===== src/rtl/lif_neuron_array.sv =====
// Array of N_CH leaky integrate-and-fire neurons. One shared update datapath
// walks the channels one per clock; per-channel registers live in lif_lane.

module lif_lane #(
  parameter int WIDTH = 8,
  parameter int RW    = 2
) (
  input  logic             clk,
  input  logic             reset,
  input  logic             upd,
  input  logic             fire,
  input  logic [WIDTH-1:0] new_state,
  input  logic [RW-1:0]    new_ref,
  input  logic             thr_we,
  input  logic [WIDTH-1:0] thr_data,
  output logic [WIDTH-1:0] state,
  output logic [RW-1:0]    refrac,
  output logic [WIDTH-1:0] thr,
  output logic             spike_sh
);

  always_ff @(posedge clk or posedge reset) begin
    if (reset) begin
      state    <= '0;
      refrac   <= '0;
      spike_sh <= 1'b0;
    end else if (upd) begin
      state    <= new_state;
      refrac   <= new_ref;
      spike_sh <= fire;
    end
  end

  // Registered threshold: an update in the same cycle as a write still
  // compares against the old value.
  always_ff @(posedge clk or posedge reset) begin
    if (reset)       thr <= {1'b1, {(WIDTH-1){1'b0}}};
    else if (thr_we) thr <= thr_data;
  end

endmodule

module lif_neuron_array #(
  parameter int N_CH       = 4,
  parameter int WIDTH      = 8,
  parameter int LEAK_SHIFT = 1,
  parameter int REFRAC     = 2
) (
  input  logic                     clk,
  input  logic                     reset,
  input  logic                     in_valid,
  output logic                     in_ready,
  input  logic [N_CH*WIDTH-1:0]    in_current,
  input  logic                     thr_we,
  input  logic [$clog2(N_CH)-1:0]  thr_addr,
  input  logic [WIDTH-1:0]         thr_data,
  output logic                     spike_valid,
  output logic [N_CH-1:0]          spike,
  output logic [N_CH*WIDTH-1:0]    state_out
);

  localparam int AW = $clog2(N_CH);
  localparam int RW = (REFRAC < 2) ? 1 : $clog2(REFRAC + 1);

  typedef enum logic [1:0] {IDLE, SCAN, DONE} fsm_t;

  fsm_t fsm, fsm_nx;
  logic [AW-1:0] idx;
  logic          last;

  logic [N_CH-1:0][WIDTH-1:0] cur_buf;
  logic [N_CH-1:0][WIDTH-1:0] st;
  logic [N_CH-1:0][WIDTH-1:0] thr;
  logic [N_CH-1:0][RW-1:0]    rf;
  logic [N_CH-1:0]            sh;
  logic [N_CH-1:0]            shadow_nx;

  logic [WIDTH:0]   sum;
  logic [WIDTH-1:0] v;
  logic [WIDTH-1:0] new_state;
  logic [RW-1:0]    new_ref;
  logic             fire;

  assign last      = (idx == AW'(N_CH - 1));
  assign in_ready  = (fsm == IDLE);
  assign state_out = st;

  always_ff @(posedge clk or posedge reset) begin
    if (reset) fsm <= IDLE;
    else       fsm <= fsm_nx;
  end

  always_comb begin
    fsm_nx = fsm;
    case (fsm)
      IDLE:    if (in_valid) fsm_nx = SCAN;
      SCAN:    if (last)     fsm_nx = DONE;
      DONE:                  fsm_nx = IDLE;
      default:               fsm_nx = IDLE;
    endcase
  end

  always_ff @(posedge clk or posedge reset) begin
    if (reset) begin
      idx         <= '0;
      cur_buf     <= '0;
      spike       <= '0;
      spike_valid <= 1'b0;
    end else begin
      spike_valid <= 1'b0;
      if (fsm == IDLE && in_valid) begin
        cur_buf <= in_current;
        idx     <= '0;
      end else if (fsm == SCAN) begin
        idx <= idx + AW'(1);
        // Last channel's result is folded in here so spike is already
        // valid during the DONE cycle when spike_valid pulses.
        if (last) begin
          spike       <= shadow_nx;
          spike_valid <= 1'b1;
        end
      end
    end
  end

  // Shared update datapath for the channel selected by idx.
  always_comb begin
    sum       = {1'b0, cur_buf[idx]} + {1'b0, st[idx] >> LEAK_SHIFT};
    v         = sum[WIDTH] ? {WIDTH{1'b1}} : sum[WIDTH-1:0];
    fire      = 1'b0;
    new_state = v;
    new_ref   = '0;
    if (rf[idx] != '0) begin
      new_state = '0;
      new_ref   = rf[idx] - RW'(1);
    end else if (v >= thr[idx]) begin
      fire      = 1'b1;
      new_state = '0;
      new_ref   = RW'(REFRAC);
    end
  end

  always_comb begin
    shadow_nx      = sh;
    shadow_nx[idx] = fire;
  end

  for (genvar i = 0; i < N_CH; i++) begin : g_lane
    lif_lane #(.WIDTH(WIDTH), .RW(RW)) u_lane (
      .clk       (clk),
      .reset     (reset),
      .upd       ((fsm == SCAN) && (idx == AW'(i))),
      .fire      (fire),
      .new_state (new_state),
      .new_ref   (new_ref),
      .thr_we    (thr_we && (thr_addr == AW'(i))),
      .thr_data  (thr_data),
      .state     (st[i]),
      .refrac    (rf[i]),
      .thr       (thr[i]),
      .spike_sh  (sh[i])
    );
  end

endmodule


===== config.mk =====
export PLATFORM = sky130hd
export DESIGN_NAME = lif_neuron_array
export DESIGN_NICKNAME = d
export VERILOG_FILES = /design/src/rtl/lif_neuron_array.sv
export SDC_FILE = /design/constraint.sdc
export NUM_CORES = 1
export LEC_CHECK = 0
export BUFFER_PORTS_ARGS = -buffer_cell sky130_fd_sc_hd__buf_2
export CORE_ASPECT_RATIO = 0.75
export CORE_UTILIZATION = 36
export CTS_CLUSTER_SIZE = 20
export DETAILED_ROUTE_END_ITERATION = 10
export PLACE_DENSITY = 0.64
export SYNTH_ARGS = -nofsm -noshare
export SYNTH_HDL_FRONTEND = slang
export SYNTH_HIERARCHICAL = 1
export SYNTH_SLANG_ARGS = --single-unit

===== constraint.sdc =====
create_clock -name clk -period 12.4 [get_ports clk]
set_input_delay 0.62 -clock clk [delete_from_list [all_inputs] [get_ports clk]]
set_output_delay 0.62 -clock clk [all_outputs]
set_load 0.05 [all_outputs]

==> impl_metrics.tcl <==
set metrics [dict create \
    cp_max_fo 29 \
    num_antenna_cells 0 \
    power.share.clock 0.205 \
    drt-initial-drc-count 149 \
    rsz0062_at_grt "false" \
    power_uw 2330 \
    grtUsageTotal 0.177 \
    slew_headroom 0.351 \
    worst_slack_ps 7070 \
    drtAntennaViolNets 0 \
    placed_cell_area_um2 6410 \
    setup_violations 0 \
    rr_worst_depth 13 \
    r2r_end "g_lane[1].u_lane/refrac[1]" \
    grt_busiest_layer "met2" \
    drv_slew 0 \
    cts_buffers 17 \
    cts_resized 0 \
    die_y_um 112 \
    cts_root_buf "clkbuf_16" \
    avgSynthCellArea_um2 14.6 \
    comb_power_share 0.530 \
    finClkSkew_ps 22.6 \
    drc 0 \
    drive_gt1_frac 0.510 \
    drt-total-wl_mm 13.5 \
    syn_inst 400 \
    grt_overflow 0 \
    hold_viol 0 \
    vias 3600 \
    whs_ps 372 \
    seqPwrFrac 0.265 \
    clkSinkCount 116 \
    start_util 0.376 \
    crit_required_ps 12690 \
    cts_tree "done" \
    wl_per_cell_um 19.1 \
    portBuffers 83 \
    gp_congestion 0.809 \
    fin_tns_setup_ps 0 \
    hpwl_mm 9.40 \
    fin_nets 553 \
    grt_max_degree 42 \
    switching_share 0.404 \
    synth_nets 466 \
    postCtsSetupBuffers 0 \
    core_um2 15600 \
    avgViaCountPerCell 5.11 \
    met2_usage 0.264 \
    leakagePower_uw 0.00329 \
    rows 39 \
    drv_cap 0 \
    worst_pin_slew_ps 973 \
    cts_hold_buf 0 \
    dr.pass1.iters 4 \
    syn_area_um2 5850 \
    power_switching_uw 944 \
    ff2ff_setup_slack_ps 7070 \
    status "finished, final reports clean" \
    r2r_start "idx[0]" \
    hp-class "input pin to asynchronous set/reset pin" \
    fin_crit_ps 5330 \
    design_area_um2 7000 \
    critical_path_class "flip-flop to flip-flop" \
    area_growth_syn_to_layout_pct 19.5 \
    cts-htree-levels 4 \
    ir_drop_v 0.000159 \
    place_ws_ps 7090 \
    yosys_warnings 6 \
    clkTransAtPathRegs_ps 50 \
    intPower_uw 1390 \
    p_per_area_nw_per_um2 334 \
    grt_pass1_wl_mm 22.0 \
    gr-usage-met1 0.251 \
    first_global_vias 3903 \
    crit_arrival_ps 5620 \
    clk_latency_ps 420 \
    clk_path_buf_depth 2 \
    design.die.area_um2 16800 \
    use_met3 0.0484 \
    die_w_um 149 \
    io_pins 84 \
    fmax_ghz 0.187 \
    antenna_found_initial 0 \
    end_kind "flip-flop" \
    crit_path_start_kind "flip-flop" \
    fin_crit_sh 0.430 \
]
==> sequential cells by signal, indices dropped and copies added, names as in the netlist, 2 cells and up <==
signal	flops
spike	4
g_lane.u_lane/refrac	8
fsm	2
idx	2
g_lane.u_lane/state	32
g_lane.u_lane/spike_sh	3
cur_buf	32
g_lane.u_lane/thr	32
==> how the worst max path moves through the flow <==
stage / start / end
2_1_floorplan: idx[0] / g_lane[0].u_lane/refrac[1]
3_3_place_gp: idx[0] / g_lane[2].u_lane/refrac[1]
3_5_place_dp: idx[0] / g_lane[1].u_lane/refrac[1]
4_1_cts: idx[0] / g_lane[1].u_lane/refrac[1]
5_1_grt: idx[0] / g_lane[1].u_lane/refrac[1]
6_report: idx[0] / g_lane[1].u_lane/refrac[1]
==> per-stage QoR <==
step                      instances  utilization
after floorplan                 400            -
after global placement          673        0.412
after detailed placement        673        0.412
after CTS                       705        0.449
after global routing            705        0.449
final                           705        0.449
==> cell usage in the layout, fill, tap and decap left out, types with 2 or more instances in the layout <==
cell type / n
a21oi_1: 14
nor3_1: 2
inv_1: 19
buf_2: 83
clkbuf_8: 3
mux2_2: 68
ha_1: 19
a211oi_1: 2
mux4_2: 23
nor2_1: 9
nor3b_1: 4
mux2_4: 39
nor2b_1: 8
xnor2_1: 3
a31oi_1: 2
dfstp_2: 4
clkinv_2: 4
clkinvlp_4: 3
o21ai_0: 7
dfrtp_1: 111
and3_1: 2
buf_4: 4
nand2b_1: 4
clkbuf_1: 3
bufinv_16: 2
nand2_1: 11
or2_2: 2
mux4_1: 2
clkbuf_16: 17
and2_1: 5
nand3_1: 5
==> worst max-delay path, cell delays in order (launching register included) <==
cell	delay [ps]
dfrtp_2	970
mux4_2	610
ha_1	380
a21o_1	170
nand3_1	110
a311oi_1	600
nor2_1	140
ha_1	310
nand2b_1	140
a21oi_1	150
o21ai_0	140
a211oi_1	740
o21ai_0	380
mux2_4	350
==> cell type report <==
class | instances | area (um^2)
multi-input cells | 245 | 2730
flip-flops and latches | 116 | 2910
well taps | 205 | 256
repair buffers | 87 | 445
clock buffers | 23 | 478
inverters | 20 | 75.1
clock inverters | 9 | 103
fillers | 1365 | 8570
==> power by group through the flow <==
stage               sequential (uW)  clock [uW]  combinational (uW)
finish                          619         477                1240
detailed placement              626           0                1230
floorplan                       692           0                 893
global placement                621           0                1200
global route                    642         506                1360
CTS                             622         486                1240
==> layer usage <==
metal	wire length, um	vias up
met5	0	-
met4	132	0
met3	652	11
met2	6040	97
met1	6650	1855
li1	-	1637
Note: power is estimated with default switching activity, not from simulation.
